--- src/rtl/rca_seq_addsub_pkg.sv ---
// Shared types and helpers for the digit-serial ripple-carry adder/subtractor.
// Holds the FSM state encoding and the constant clog2 used to size the digit counter.
package rca_seq_addsub_pkg;

   typedef enum logic [1:0] {
      ST_IDLE = 2'd0,
      ST_RUN  = 2'd1,
      ST_DONE = 2'd2
   } state_e;

   // Ceiling log2; returns 0 for v <= 1.
   function automatic int unsigned clog2(input int unsigned v);
      int unsigned r;
      int unsigned p;
      r = 0;
      p = 1;
      while (p < v) begin
         p = p << 1;
         r = r + 1;
      end
      return r;
   endfunction

endpackage

--- src/rtl/rca_seq_addsub_if.sv ---
// Operand/result bundle for rca_seq_addsub: request side drives the operands,
// the adder returns busy/done and the registered result.
interface rca_seq_addsub_if #(
   parameter int unsigned N = 16
);
   logic         start;
   logic         Sub;
   logic [N-1:0] A;
   logic [N-1:0] B;
   logic         Cin;
   logic         busy;
   logic         done;
   logic [N-1:0] S;
   logic         Cout;
   logic         V;

   modport master (
      output start, Sub, A, B, Cin,
      input  busy, done, S, Cout, V
   );

   modport slave (
      input  start, Sub, A, B, Cin,
      output busy, done, S, Cout, V
   );
endinterface

--- src/rtl/rca_seq_addsub_digit.sv ---
// D-bit combinational ripple-carry slice built from full adders.
// Also exposes the carry into the slice MSB for signed-overflow detection.
module rca_digit #(
   parameter int unsigned D = 4
) (
   input  logic [D-1:0] a,
   input  logic [D-1:0] b,
   input  logic         ci,
   output logic [D-1:0] s,
   output logic         co,
   output logic         c_msb
);

   logic [D:0] c;

   always_comb begin
      c    = '0;
      s    = '0;
      c[0] = ci;
      for (int i = 0; i < int'(D); i++) begin
         s[i]   = a[i] ^ b[i] ^ c[i];
         c[i+1] = (a[i] & b[i]) | (c[i] & (a[i] ^ b[i]));
      end
      co    = c[D];
      c_msb = c[D-1];
   end

endmodule

--- src/rtl/rca_seq_addsub.sv ---
// Digit-serial ripple-carry adder/subtractor: one D-bit digit per cycle,
// carry kept in a register between digits, start/busy/done handshake.
module rca_seq_addsub
   import rca_seq_addsub_pkg::*;
#(
   parameter int unsigned N = 16,
   parameter int unsigned D = 4
) (
   input  logic            clk,
   input  logic            rst,
   rca_seq_addsub_if.slave bus
);

   localparam int unsigned K  = N / D;
   localparam int unsigned IW = (clog2(K) > 0) ? clog2(K) : 1;

   generate
      if (N < 2 || D < 1 || D > N || (N % D) != 0) begin : g_bad_param
         $error("rca_seq_addsub: illegal N/D combination");
      end
   endgenerate

   state_e        state_q, state_d;
   logic [IW-1:0] idx_q, idx_d;
   logic [N-1:0]  opa_q, opa_d;
   logic [N-1:0]  opb_q, opb_d;
   logic          carry_q, carry_d;
   logic [N-1:0]  res_q, res_d;
   logic [N-1:0]  s_q, s_d;
   logic          cout_q, cout_d;
   logic          v_q, v_d;
   logic          busy_q, busy_d;
   logic          done_q, done_d;

   int unsigned   base;
   logic [D-1:0]  dig_a, dig_b, dig_s;
   logic          dig_co, dig_cmsb;
   logic          last_digit;

   // Select the operand digit addressed by the counter.
   always_comb begin
      base       = 32'(idx_q) * D;
      dig_a      = opa_q[base +: D];
      dig_b      = opb_q[base +: D];
      last_digit = (idx_q == IW'(K - 1));
   end

   rca_digit #(.D(D)) u_digit (
      .a     (dig_a),
      .b     (dig_b),
      .ci    (carry_q),
      .s     (dig_s),
      .co    (dig_co),
      .c_msb (dig_cmsb)
   );

   // Next-state and datapath update.
   always_comb begin
      state_d = state_q;
      idx_d   = idx_q;
      opa_d   = opa_q;
      opb_d   = opb_q;
      carry_d = carry_q;
      res_d   = res_q;
      s_d     = s_q;
      cout_d  = cout_q;
      v_d     = v_q;

      unique case (state_q)
         ST_IDLE, ST_DONE: begin
            if (bus.start) begin
               // Subtraction is A + ~B + ~Cin, so invert B and the carry at load time.
               opa_d   = bus.A;
               opb_d   = bus.Sub ? ~bus.B : bus.B;
               carry_d = bus.Sub ^ bus.Cin;
               idx_d   = '0;
               state_d = ST_RUN;
            end else if (state_q == ST_DONE) begin
               state_d = ST_IDLE;
            end
         end
         ST_RUN: begin
            res_d[base +: D] = dig_s;
            carry_d          = dig_co;
            if (last_digit) begin
               s_d     = res_d;
               cout_d  = dig_co;
               v_d     = dig_cmsb ^ dig_co;
               state_d = ST_DONE;
            end else begin
               idx_d = idx_q + IW'(1);
            end
         end
         default: state_d = ST_IDLE;
      endcase

      busy_d = (state_d == ST_RUN);
      done_d = (state_d == ST_DONE);
   end

   always_ff @(posedge clk or posedge rst) begin
      if (rst) begin
         state_q <= ST_IDLE;
         idx_q   <= '0;
         opa_q   <= '0;
         opb_q   <= '0;
         carry_q <= 1'b0;
         res_q   <= '0;
         s_q     <= '0;
         cout_q  <= 1'b0;
         v_q     <= 1'b0;
         busy_q  <= 1'b0;
         done_q  <= 1'b0;
      end else begin
         state_q <= state_d;
         idx_q   <= idx_d;
         opa_q   <= opa_d;
         opb_q   <= opb_d;
         carry_q <= carry_d;
         res_q   <= res_d;
         s_q     <= s_d;
         cout_q  <= cout_d;
         v_q     <= v_d;
         busy_q  <= busy_d;
         done_q  <= done_d;
      end
   end

   assign bus.busy = busy_q;
   assign bus.done = done_q;
   assign bus.S    = s_q;
   assign bus.Cout = cout_q;
   assign bus.V    = v_q;

endmodule

--- src/flat_wrapper.sv ---
// flat-port wrapper written by rule: the top's interface ports become plain ports
module rca_seq_addsub_flat import rca_seq_addsub_pkg::*;
#(
   parameter int unsigned N = 16,
   parameter int unsigned D = 4
)
  (clk, rst, bus_start, bus_Sub, bus_A, bus_B, bus_Cin, bus_busy, bus_done, bus_S, bus_Cout, bus_V);
  rca_seq_addsub_if #(.N(N)) bus_i ();
  input  logic clk;
  input  logic rst;
  input wire logic [$bits(bus_i.start)-1:0] bus_start;
  input wire logic [$bits(bus_i.Sub)-1:0] bus_Sub;
  input wire logic [$bits(bus_i.A)-1:0] bus_A;
  input wire logic [$bits(bus_i.B)-1:0] bus_B;
  input wire logic [$bits(bus_i.Cin)-1:0] bus_Cin;
  output wire logic [$bits(bus_i.busy)-1:0] bus_busy;
  output wire logic [$bits(bus_i.done)-1:0] bus_done;
  output wire logic [$bits(bus_i.S)-1:0] bus_S;
  output wire logic [$bits(bus_i.Cout)-1:0] bus_Cout;
  output wire logic [$bits(bus_i.V)-1:0] bus_V;
  assign bus_i.start = bus_start;
  assign bus_i.Sub = bus_Sub;
  assign bus_i.A = bus_A;
  assign bus_i.B = bus_B;
  assign bus_i.Cin = bus_Cin;
  assign bus_busy = bus_i.busy;
  assign bus_done = bus_i.done;
  assign bus_S = bus_i.S;
  assign bus_Cout = bus_i.Cout;
  assign bus_V = bus_i.V;
  rca_seq_addsub #(.N(N), .D(D)) u_core (.clk(clk), .rst(rst), .bus(bus_i));
endmodule
--- config.mk ---
export PLATFORM = sky130hd
export DESIGN_NAME = rca_seq_addsub_flat
export DESIGN_NICKNAME = d
export VERILOG_FILES = /design/src/rtl/rca_seq_addsub_pkg.sv /design/src/rtl/rca_seq_addsub_if.sv /design/src/rtl/rca_seq_addsub_digit.sv /design/src/rtl/rca_seq_addsub.sv /design/src/flat_wrapper.sv
export SDC_FILE = /design/constraint.sdc
export NUM_CORES = 1
export LEC_CHECK = 0
export BUFFER_PORTS_ARGS = -buffer_cell sky130_fd_sc_hd__buf_2
export CAP_MARGIN = 0
export CORE_AREA = 2 2 104 106
export CTS_CLUSTER_DIAMETER = 150
export CTS_CLUSTER_SIZE = 40
export DETAILED_ROUTE_END_ITERATION = 8
export DIE_AREA = 0 0 106 108
export PLACE_DENSITY = 0.5
export SYNTH_ARGS = -nofsm -noshare
export SYNTH_HDL_FRONTEND = slang
export SYNTH_HIERARCHICAL = 1
export SYNTH_SLANG_ARGS = --single-unit
--- constraint.sdc ---
create_clock -name clk -period 4 [get_ports clk]
set_input_delay 0.8 -clock clk [delete_from_list [all_inputs] [get_ports clk]]
set_output_delay 0.8 -clock clk [all_outputs]
set_load 0.05 [all_outputs]
==> results.ini, run 1 <==
[routing]
wire_per_inst_um=14.8
drt_iter0_markers=50
antenna_left=0
totalWireLength_um=6840
vias_per_cell=4.68
firstDrtPassIters=4
dr_total_vias=2162
drc=0

[floorplanning]
dieArea_um2=11400
die_width_um=106
initial_core_util_pct=32.4
row_count=37
die_height_um=108
io_pins=57
core_um2=10200

[placed_design]
gp_congestion=0.765
portBuffers=56
place_ws_ns=0.882
hpwlAfterDp_um=4780

[grt]
grt_pass1_wl_um=11500
grt_pass1_vias=2255
grt_max_degree=54
grt-ovfl-total=0
antenna_found_initial=0
grt_use_total_pct=13.3

[synthesis]
ys_ff_latch=69
synth_area_um2=3310
synthCells=273
synth_nets=319
ys_types=34
ys_seq_area_share_pct=52.1
postSynthAreaPerCell_um2=12.1
yosysWarnings=6

[timing]
setup_viol=0
fmax_ghz=0.323
clock_skew_ns=0.00816
period_share_pct=77.3
fin_crit_ns=3.09
rsz0062_at_grt=false
setup_ws_ns=0.906
finalSetupTns_ns=0
maxSlewViolCount=0
hold_viol_final=0
tightest_slew_ns=0.936
relSlewSlack_pct=37.6

[finish]
fillers=1018
finalNetCount=367
syn_to_final_growth_pct=16.9
num_antenna_cells=0
fin_util_pct=37.9
drive_gt1_share_pct=34.7

[clock_tree]
clk_pin_slew_worst_paths_ns=0.08
post_cts_buffers=0
cts_sinks=69
clockBufferDepth=2
root_buffer=clkbuf_8
numCtsBuffers=9
clkLatencyLatePin_ns=0.35
postCtsHoldBufs=0
cts.htree.levels=3
cts_tree=yes
post_cts_resize_count=0

[setup_path]
crit_chain=mux4_2 -> fa_1 -> inv_1 -> fa_1 -> fa_1 -> inv_1 -> fa_1 -> a32oi_1 -> a21oi_1
critPathSlowestCell=dfrtp_1
cp_common_cell=fa_1
crit_buf_inv=2
max_stage_delay_ns=0.57
start_kind=flop
crit_path_end_kind=flop
crit_type=flop to flop
worstPathArrival_ns=3.31
crit_family=adder cells
worst_ep_required_time_ns=4.22
critical_path_peak_fanout=7

[run]
cap_violations=0

[hold_path]
hold_path.class=input pin to asynchronous set/reset pin

[run_status]
status=finished clean

-- cells in the final DEF, fill, tap and decap left out --
cell | synthesis | layout
clkbuf_8 | 0 | 11
a22o_1 | 4 | 4
inv_2 | 0 | 1
nand2_2 | 1 | 1
nor2b_2 | 1 | 1
a32oi_1 | 4 | 4
bufinv_16 | 0 | 2
nand3_1 | 1 | 1
o221ai_1 | 1 | 1
and4bb_2 | 1 | 1
a32o_1 | 12 | 12
and2b_2 | 4 | 4
a21oi_1 | 21 | 21
inv_1 | 15 | 14
nor2b_1 | 4 | 4
and4b_2 | 1 | 1
buf_2 | 5 | 56
mux2_1 | 1 | 1
nand2b_1 | 3 | 2
ha_1 | 5 | 5
and2_4 | 2 | 2
nand2_1 | 19 | 19
o211ai_1 | 1 | 1
buf_4 | 5 | 2
clkinvlp_4 | 0 | 3
fa_1 | 4 | 4
mux2_2 | 16 | 16
o21ai_0 | 19 | 19
dfrtp_1 | 69 | 69
mux4_2 | 8 | 8
nand2b_2 | 0 | 1
nor2_1 | 13 | 13
inv_4 | 1 | 1
and4bb_4 | 2 | 2
xnor2_1 | 18 | 18
mux2i_1 | 1 | 1
-- cells in the mapped netlist (all sizes together) --
cell	n	area [um2]
nand3	1	5.00
and4bb	3	45.0
buf	17	126
and2	2	17.5
nor2	13	48.8
o221ai	1	8.76
inv	16	62.6
mux4	8	180
nor2b	5	33.8
a21oi	21	105
a32o	12	120
a32oi	4	35.0
clkbuf	4	15.0
ha	5	62.6
and2b	4	35.0
mux2i	1	10.0
mux2	17	191
nand2b	3	18.8
o211ai	1	7.51
nand2	20	77.6
and4b	1	11.3
a22o	4	35.0
fa	4	80.1
dfrtp	69	1730
xnor2	18	158
o21ai	19	95.1
-- final timing paths --
path                                  from          endpoint  slack, ns  depth (start not counted)
max reg2reg                u_core/idx_q[0]  u_core/bus.S[11]       0.91                          9
min                                    rst  u_core/opa_q[12]       0.49                          2
min in group clk           u_core/opb_q[5]   u_core/opb_q[5]       0.49                          2
max in group asynchronous              rst    u_core/carry_q       2.55                          3
max                        u_core/idx_q[0]  u_core/bus.S[11]       0.91                          9
min reg2reg                u_core/opb_q[5]   u_core/opb_q[5]       0.49                          2
-- layout make-up --
cell class / instances / area, um2 / area share (%)
sequential: 69 / 1730 / 44.6
multi-input combinational: 167 / 1380 / 35.7
timing repair buffer: 58 / 295 / 7.63
tap: 136 / 170 / 4.39
clock buffer: 11 / 151 / 3.91
clock inverter: 5 / 82.6 / 2.13
inverter: 16 / 62.6 / 1.62
-- worst register-to-register path, delay by kind of cell (launching register included) --
kind | cells | cell delay [ns]
muxes | 1 | 0.57
buffers and inverters | 2 | 0.15
DFF | 1 | 0.57
adders and majority gates | 4 | 1.36
AOI/OAI and AO/OA | 2 | 0.32
-- state kept, by name (all words and copies together), names as in the netlist --
signal	flops
u_core/state_q	2
u_core/bus.S	16
u_core/idx_q	2
u_core/bus.busy	1
u_core/carry_q	1
u_core/bus.done	1
u_core/opb_q	16
u_core/bus.Cout	1
u_core/res_q	12
u_core/opa_q	16
u_core/bus.V	1
-- metrics by stage --
stage | instance area (um2) | cells | hold WS (ns)
after floorplan | 3310 | 273 | 0.445
after global placement | 3640 | 446 | 0.466
after detailed placement | 3640 | 446 | 0.470
after CTS | 3870 | 462 | 0.488
after global routing | 3870 | 462 | 0.508
final | 3870 | 462 | 0.486
-- cell families (layout without fill, tap and decap cells) --
| family | Yosys count | after routing | share of synthesized area [%] |
|---|---|---|---|
| adder cells (fa/ha/maj) | 9 | 9 | 4.31 |
| flip-flops | 69 | 69 | 52.1 |
| multiplexers | 26 | 26 | 11.5 |
| buffers and inverters | 37 | 90 | 6.16 |
| XOR/XNOR | 18 | 18 | 4.76 |
| AND/OR/NAND/NOR | 52 | 52 | 8.84 |
| AO/OA/AOI/OAI | 62 | 62 | 12.3 |
-- layer usage --
layer  track usage, %  share of wire [%]  vias to the layer above
li1                 -                  -                     1045
met1             15.9                 44                     1051
met2             22.8                 50                       53
met3             3.62                4.5                       13
met4             5.36                1.6                        0
met5                0                  0                        -
Power of run 1 is not shown: default switching activity piles up to over one toggle a cycle in this logic, so the estimate is an artifact.
==> run 2: changes to the inputs <==
--- a/config.mk
+++ b/config.mk
@@ -5,14 +5,15 @@
 export SDC_FILE = /design/constraint.sdc
 export NUM_CORES = 1
 export LEC_CHECK = 0
+export ABC_AREA = 1
 export BUFFER_PORTS_ARGS = -buffer_cell sky130_fd_sc_hd__buf_2
 export CAP_MARGIN = 0
-export CORE_AREA = 2 2 104 106
+export CORE_AREA = 2 2 105 107
 export CTS_CLUSTER_DIAMETER = 150
 export CTS_CLUSTER_SIZE = 40
 export DETAILED_ROUTE_END_ITERATION = 8
-export DIE_AREA = 0 0 106 108
-export PLACE_DENSITY = 0.5
+export DIE_AREA = 0 0 107 109
+export PLACE_DENSITY = 0.52
 export SYNTH_ARGS = -nofsm -noshare
 export SYNTH_HDL_FRONTEND = slang
 export SYNTH_HIERARCHICAL = 1
==> constraint.sdc (replaced) <==
create_clock -name clk -period 2.56 [get_ports clk]
set_input_delay 0.512 -clock clk [delete_from_list [all_inputs] [get_ports clk]]
set_output_delay 0.512 -clock clk [all_outputs]
set_load 0.05 [all_outputs]
==> results.ini, run 2 <==
[routing]
dr_total_vias=2764  ; was 2162
antenna_left=0  ; unchanged
wire_per_inst_um=12.4  ; was 14.8 um
firstDrtPassIters=4  ; unchanged
vias_per_cell=4.39  ; was 4.68
drc=0  ; unchanged
drt_iter0_markers=71  ; was 50
totalWireLength_um=7840  ; was 6840 um

[placed_design]
hpwlAfterDp_um=5630  ; was 4780 um
portBuffers=56  ; unchanged
place_ws_ns=-0.233  ; was 0.882 ns
dp.cells=608  ; was 446
gp_congestion=0.780  ; was 0.765

[synthesis]
ys_types=25  ; was 34
synth.most_common_cell=nand2_1  ; was dfrtp_1
synth-simple-area-share_pct=24.8  ; was 8.84%
ys_ff_latch=69  ; unchanged
ys_seq_area_share_pct=50.5  ; was 52.1%
synth-compound-area-share_pct=8.09  ; was 12.3%
synth_top_family_by_area=simple AND/OR/NAND/NOR gates  ; was compound AO/OA/AOI/OAI gates
yosysWarnings=6  ; unchanged
synth_area_um2=3420  ; was 3310 um2
muxShareOfSynthArea_pct=0.293  ; was 11.5%
synth-xor-area-share_pct=4.61  ; was 4.76%
ys_dominant_reg_cell=dfrtp_1  ; unchanged
synth-adder-area-share_pct=4.17  ; was 4.31%
postSynthAreaPerCell_um2=8.25  ; was 12.1 um2
synth_area_leaders=dfrtp_1 (51%), nand2_1 (19%), o21ai_0 (4.8%)  ; was dfrtp_1 (52%), mux2_2 (5.4%), mux4_2 (5.4%)
synth_commonest_cells=nand2_1 (176), dfrtp_1 (69), o21ai_0 (33), inv_1 (25), nor2_1 (21)  ; was dfrtp_1 (69), a21oi_1 (21), nand2_1 (19), o21ai_0 (19), xnor2_1 (18)
synthCells=414  ; was 273
yosysTopAreaCell=dfrtp_1  ; unchanged
synth-edff-count=0  ; unchanged
async_reset_ff_share_pct=100  ; unchanged
synth_nets=460  ; was 319
synth_top_area_share_pct=50.5  ; was 52.1%

[power_and_ir_drop]
switching_share_pct=46.4
ir_drop_v=0.000520
p_clk_share_pct=12.8
p_total_mw=6.10
p_switching_mw=2.83
p_int_mw=3.27
leakage_nw=2.22
combPwrFrac_pct=57.2
p_seq_share_pct=30.0
p_per_area_nw_per_um2=1480

[hold_path]
hold_path.class=input pin to asynchronous set/reset pin  ; unchanged

[floorplanning]
initial_core_util_pct=32.2  ; was 32.4%
die_width_um=107  ; was 106 um
dieArea_um2=11700  ; was 11400 um2
row_count=38  ; was 37
die_height_um=109  ; was 108 um
core_um2=10600  ; was 10200 um2
io_pins=57  ; unchanged

[setup_path]
reg2reg_slack_ns=-0.27  ; was 0.91 ns
cp_common_cell=fa_2  ; was fa_1
worst_ep_required_time_ns=2.79  ; was 4.22 ns
start_kind=flop  ; unchanged
critical_path_peak_fanout=14  ; was 7
r2r_start=u_core/idx_q[0]  ; unchanged
max_stage_delay_ns=0.46  ; was 0.57 ns
critPathSlowestCell=fa_2  ; was dfrtp_1
r2r_end=u_core/bus.S[7]  ; was u_core/bus.S[11]
worstPathArrival_ns=3.06  ; was 3.31 ns
worstRegToRegCells=14  ; was 9
crit_chain=buf_6 -> nor2_1 -> o21ai_1 -> fa_2 -> inv_2 -> fa_2 -> fa_2 -> inv_2 -> fa_2 -> nand2_2 -> nand3b_1 -> nand2_1 -> nand2_1 -> nand2_1  ; was mux4_2 -> fa_1 -> inv_1 -> fa_1 -> fa_1 -> inv_1 -> fa_1 -> a32oi_1 -> a21oi_1
crit_path_end_kind=flop  ; unchanged
crit_type=flop to flop  ; unchanged

[clock_tree]
root_buffer=clkbuf_8  ; unchanged
cts_tree=yes  ; unchanged
cts_sinks=69  ; unchanged
cts.htree.levels=3  ; unchanged
clockBufferDepth=2  ; unchanged
clkLatencyLatePin_ns=0.34  ; was 0.35 ns
clk_pin_slew_worst_paths_ns=0.07  ; was 0.08 ns
numCtsBuffers=9  ; unchanged

[grt]
grt-ovfl-total=0  ; unchanged
grt_pass1_vias=2743  ; was 2255
grt_pass1_wl_um=13200  ; was 11500 um
grt_use_total_pct=14.6  ; was 13.3%
antenna_found_initial=0  ; unchanged
grt_max_degree=48  ; was 54

[finish]
fin_util_pct=39.0  ; was 37.9%
fin_cells=630  ; was 462
regArea_um2=1730  ; about the same
syn_to_final_growth_pct=21.0  ; was 16.9%
fillers=1135  ; was 1018
final_cell_mix=nand2_1 (173), dfrtp_1 (68), buf_2 (56)  ; was dfrtp_1 (69), buf_2 (56), a21oi_1 (21)
num_antenna_cells=0  ; unchanged
drive_gt1_share_pct=25.3  ; was 34.7%
multi_input_area_um2=1480  ; was 1380 um2
final_common_cell=nand2_1  ; was dfrtp_1
finalNetCount=533  ; was 367

[timing]
fin_crit_ns=2.83  ; was 3.09 ns
tightest_slew_ns=0.594  ; was 0.936 ns
fmax_ghz=0.354  ; was 0.323 GHz
rsz0062_at_grt=true  ; was false
relSlewSlack_pct=60.4  ; was 37.6%
hold_viol_final=0  ; unchanged
setup_viol=7  ; was 0
clock_skew_ns=0.00923  ; was 0.00816 ns
setup_ws_ns=-0.265  ; was 0.906 ns
hold_ws_ns=0.230  ; was 0.486 ns
period_share_pct=110  ; was 77.3%
maxSlewViolCount=0  ; unchanged

[run_status]
status=finished with violations  ; was finished clean
failed_checks=setup timing

[run]
cap_violations=0  ; unchanged

-- run 2: cell types whose count changed in the layout (fill, tap and decap cells not counted), sizes merged, moves of 17 or more --
cell and delta:
buf +23, a21oi -17, nand2 +159, mux2 -17, o21ai +26
-- run 2: power groups by stage --
stage / Combinational [mW] / Sequential [mW] / Clock, mW
floorplan: 1.98 / 2.16 / 0
CTS: 3.25 / 1.84 / 0.809
global placement: 3.05 / 1.84 / 0
global route: 3.89 / 1.89 / 0.855
detailed placement: 3.12 / 1.84 / 0
finish: 3.49 / 1.83 / 0.778
-- run 2: kinds of logic after synthesis --
group	count (synthesis)
AOI/OAI and AO/OA	54
xor gates and xnor gates	18
and+or+nand+nor	214
adders and majority gates	9
DFF	69
buffers and inverters	49
muxes	1
-- run 2: worst max path at each step --
stage,from,endpoint,cells after the start
2_1_floorplan,u_core/idx_q[0],u_core/bus.S[7],15
3_3_place_gp,u_core/idx_q[0],u_core/bus.S[7],14
3_5_place_dp,u_core/idx_q[1],u_core/bus.S[7],14
4_1_cts,u_core/idx_q[0],u_core/bus.S[7],15
5_1_grt,u_core/idx_q[0],u_core/bus.S[7],15
6_report,u_core/idx_q[0],u_core/bus.S[7],14
-- run 2: layer usage --
layer | vias to the layer above | track usage (%) | part of all wire (%)
met5 | - | 0 | 0
met4 | 0 | 3.90 | 0.83
met3 | 7 | 4.06 | 4.3
met2 | 50 | 24.2 | 47
met1 | 1274 | 18.7 | 48
li1 | 1433 | - | -
-- run 2: critical path: cells and delay by family, from the launching register on --
kind                       cells  cell delay (ns)
adders and majority gates      4             1.38
buffers and inverters          3             0.29
DFF                            1             0.43
AOI/OAI and AO/OA              1             0.18
and+or+nand+nor                6             0.42
-- run 2: metrics by stage --
stage | TNS (ns) | cell area [um2]
2_1_floorplan | -1.21 | 3440
3_3_place_gp | -0.895 | 3870
3_5_place_dp | -1.39 | 3870
4_1_cts | -1.15 | 4100
5_1_grt | -2.86 | 4140
6_report | -1.50 | 4140
-- run 2: area by class of cell --
class | count | share of cell area [%]
Clock buffer | 12 | 3.75
Clock inverter | 2 | 0.242
Inverter | 29 | 2.66
Multi-Input combinational cell | 296 | 35.7
Sequential cell | 69 | 41.8
Tap cell | 140 | 4.24
Timing Repair Buffer | 81 | 11.4
Timing Repair inverter | 1 | 0.182
-- run 2: repair_timing --
item	in CTS	in global routing
buffers inserted	5	2
hold buffers	0	0
setup endpoints to repair	7	14
pin swaps	0	8
gates resized for setup	10	10
cloned	1	0
(Power assumes the default switching activity.)
==> run 3: changes to the inputs <==
--- a/config.mk
+++ b/config.mk
@@ -14,6 +14,7 @@
 export DETAILED_ROUTE_END_ITERATION = 8
 export DIE_AREA = 0 0 107 109
 export PLACE_DENSITY = 0.52
+export SKIP_CTS_REPAIR_TIMING = 1
 export SYNTH_ARGS = -nofsm -noshare
 export SYNTH_HDL_FRONTEND = slang
 export SYNTH_HIERARCHICAL = 1
==> results.ini, run 3 (synthesis gave the netlist of run 2 again) <==
[run_status]
status=finished with violations  ; unchanged
failed_checks=setup timing  ; unchanged

[finish]
final_cell_mix=nand2_1 (175), dfrtp_1 (68), buf_2 (56)  ; was nand2_1 (173), dfrtp_1 (68), buf_2 (56)
multi_input_area_um2=1470  ; was 1480 um2
final_common_cell=nand2_1  ; unchanged
drive_gt1_share_pct=23.7  ; was 25.3%
finalNetCount=529  ; was 533
num_antenna_cells=0  ; unchanged
stdcell_area_um2=4110  ; was 4140 um2
fillers=1133  ; was 1135
syn_to_final_growth_pct=20.3  ; was 21.0%
regArea_um2=1730  ; unchanged

[timing]
fmax_ghz=0.361  ; was 0.354 GHz
relSlewSlack_pct=60.2  ; was 60.4%
fin_crit_ns=2.77  ; was 2.83 ns
finalSetupTns_ns=-1.11  ; was -1.50 ns
period_share_pct=108  ; was 110%
setup_ws_ns=-0.213  ; was -0.265 ns
rsz0062_at_grt=true  ; unchanged
tightest_slew_ns=0.596  ; was 0.594 ns
maxSlewViolCount=0  ; unchanged
clock_skew_ns=0.00934  ; was 0.00923 ns
setup_viol=7  ; unchanged
hold_viol_final=0  ; unchanged

[grt]
grt_pass1_wl_um=13100  ; was 13200 um
grt_pass1_vias=2704  ; was 2743
grt-ovfl-total=0  ; unchanged
grt_use_total_pct=14.4  ; was 14.6%
grt_max_degree=48  ; unchanged
antenna_found_initial=0  ; unchanged

[setup_path]
worst_ep_required_time_ns=2.79  ; about the same
crit_type=flop to flop  ; unchanged
r2r_start=u_core/idx_q[0]  ; unchanged
worstPathArrival_ns=3.00  ; was 3.06 ns
r2r_end=u_core/bus.S[7]  ; unchanged
worstRegToRegCells=15  ; was 14
reg2reg_slack_ns=-0.21  ; was -0.27 ns
start_kind=flop  ; unchanged
critical_path_peak_fanout=6  ; was 14
crit_path_end_kind=flop  ; unchanged

[clock_tree]
cts_sinks=69  ; unchanged
cts.htree.levels=3  ; unchanged
numCtsBuffers=9  ; unchanged
clockBufferDepth=2  ; unchanged
root_buffer=clkbuf_8  ; unchanged
cts_tree=yes  ; unchanged
clk_pin_slew_worst_paths_ns=0.07  ; about the same
clkLatencyLatePin_ns=0.34  ; about the same

[run]
cap_violations=0  ; unchanged

[routing]
vias_per_cell=4.37  ; was 4.39
antenna_left=0  ; unchanged
wire_per_inst_um=12.5  ; was 12.4 um
firstDrtPassIters=4  ; unchanged
drt_iter0_markers=71  ; unchanged
totalWireLength_um=7800  ; was 7840 um
dr_total_vias=2733  ; was 2764
drc=0  ; unchanged

[floorplanning]
row_count=38  ; unchanged
core_um2=10600  ; unchanged
initial_core_util_pct=32.2  ; unchanged
io_pins=57  ; unchanged
die_width_um=107  ; unchanged
die_height_um=109  ; unchanged
dieArea_um2=11700  ; unchanged

[power_and_ir_drop]
leakage_nw=2.20  ; was 2.22 nW
p_per_area_nw_per_um2=1440  ; was 1480 nW/um2
combPwrFrac_pct=55.8  ; was 57.2%
p_int_mw=3.15  ; was 3.27 mW
p_switching_mw=2.76  ; was 2.83 mW
p_clk_share_pct=13.2  ; was 12.8%
switching_share_pct=46.7  ; was 46.4%
ir_drop_v=0.000553  ; was 0.000520 V
p_seq_share_pct=31.0  ; was 30.0%

[placed_design]
gp_congestion=0.780  ; unchanged
portBuffers=56  ; unchanged
hpwlAfterDp_um=5630  ; unchanged
placed_area_um2=3870  ; unchanged

[hold_path]
hold_path.class=input pin to asynchronous set/reset pin  ; unchanged

## run 3: cell count changes in the layout (fill, tap and decap cells not counted), sizes merged
cell | before | now
inv | 28 | 27
clkinvlp | 1 | 0
clkinv | 3 | 4
buf | 81 | 78
## run 3: layout make-up
class	count	area share, %
clock buffers	12	3.77
clock inverters	2	0.244
inverters	29	2.80
multi-input cells	296	35.7
flip-flops and latches	69	42.0
well taps	140	4.26
repair buffers	78	11.2
## run 3: how the worst max path moves through the flow
stage	start	endpoint	slack, ns	depth (start not counted)
6_report	u_core/idx_q[0]	u_core/bus.S[7]	-0.21	15
5_1_grt	u_core/idx_q[0]	u_core/bus.S[7]	-0.33	15
4_1_cts	u_core/idx_q[1]	u_core/bus.S[7]	-0.25	14
3_5_place_dp	u_core/idx_q[1]	u_core/bus.S[7]	-0.23	14
3_3_place_gp	u_core/idx_q[0]	u_core/bus.S[7]	-0.17	14
2_1_floorplan	u_core/idx_q[0]	u_core/bus.S[7]	-0.22	15
## run 3: metal layers
layer,global-route usage (%),wire [um]
met5,0,0
met4,3.90,66
met3,4.06,332
met2,23.8,3580
met1,18.7,3820
## run 3: critical path, cell delays in order, from the launching register on
cell and delay (ns):
dfrtp_2 0.44, clkinv_4 0.08, buf_6 0.11, nor2_1 0.04, o22ai_2 0.16, fa_2 0.23, inv_2 0.04, fa_2 0.33
fa_2 0.34, inv_2 0.07, fa_2 0.45, nand2_1 0.09, nand3b_1 0.10, nand2_1 0.07, nand2_1 0.06, nand2_1 0.05
## run 3: metrics by stage
step	instances	hold slack, ns	worst slack, ns	total power [mW]	utilization [%]
6_report	626	0.229	-0.213	5.90	38.8
3_3_place_gp	608	0.460	-0.167	4.89	36.5
5_1_grt	626	0.255	-0.332	6.44	38.8
4_1_cts	622	0.235	-0.254	5.76	38.0
2_1_floorplan	414	0.444	-0.220	4.14	-
3_5_place_dp	608	0.463	-0.233	4.96	36.5
## run 3: power by group through the flow
stage	Combinational [mW]	Clock, mW	Sequential [mW]
after global routing	3.69	0.855	1.89
after floorplan	1.98	0	2.16
after CTS	3.12	0.809	1.83
after detailed placement	3.12	0	1.84
final	3.30	0.777	1.83
after global placement	3.05	0	1.84
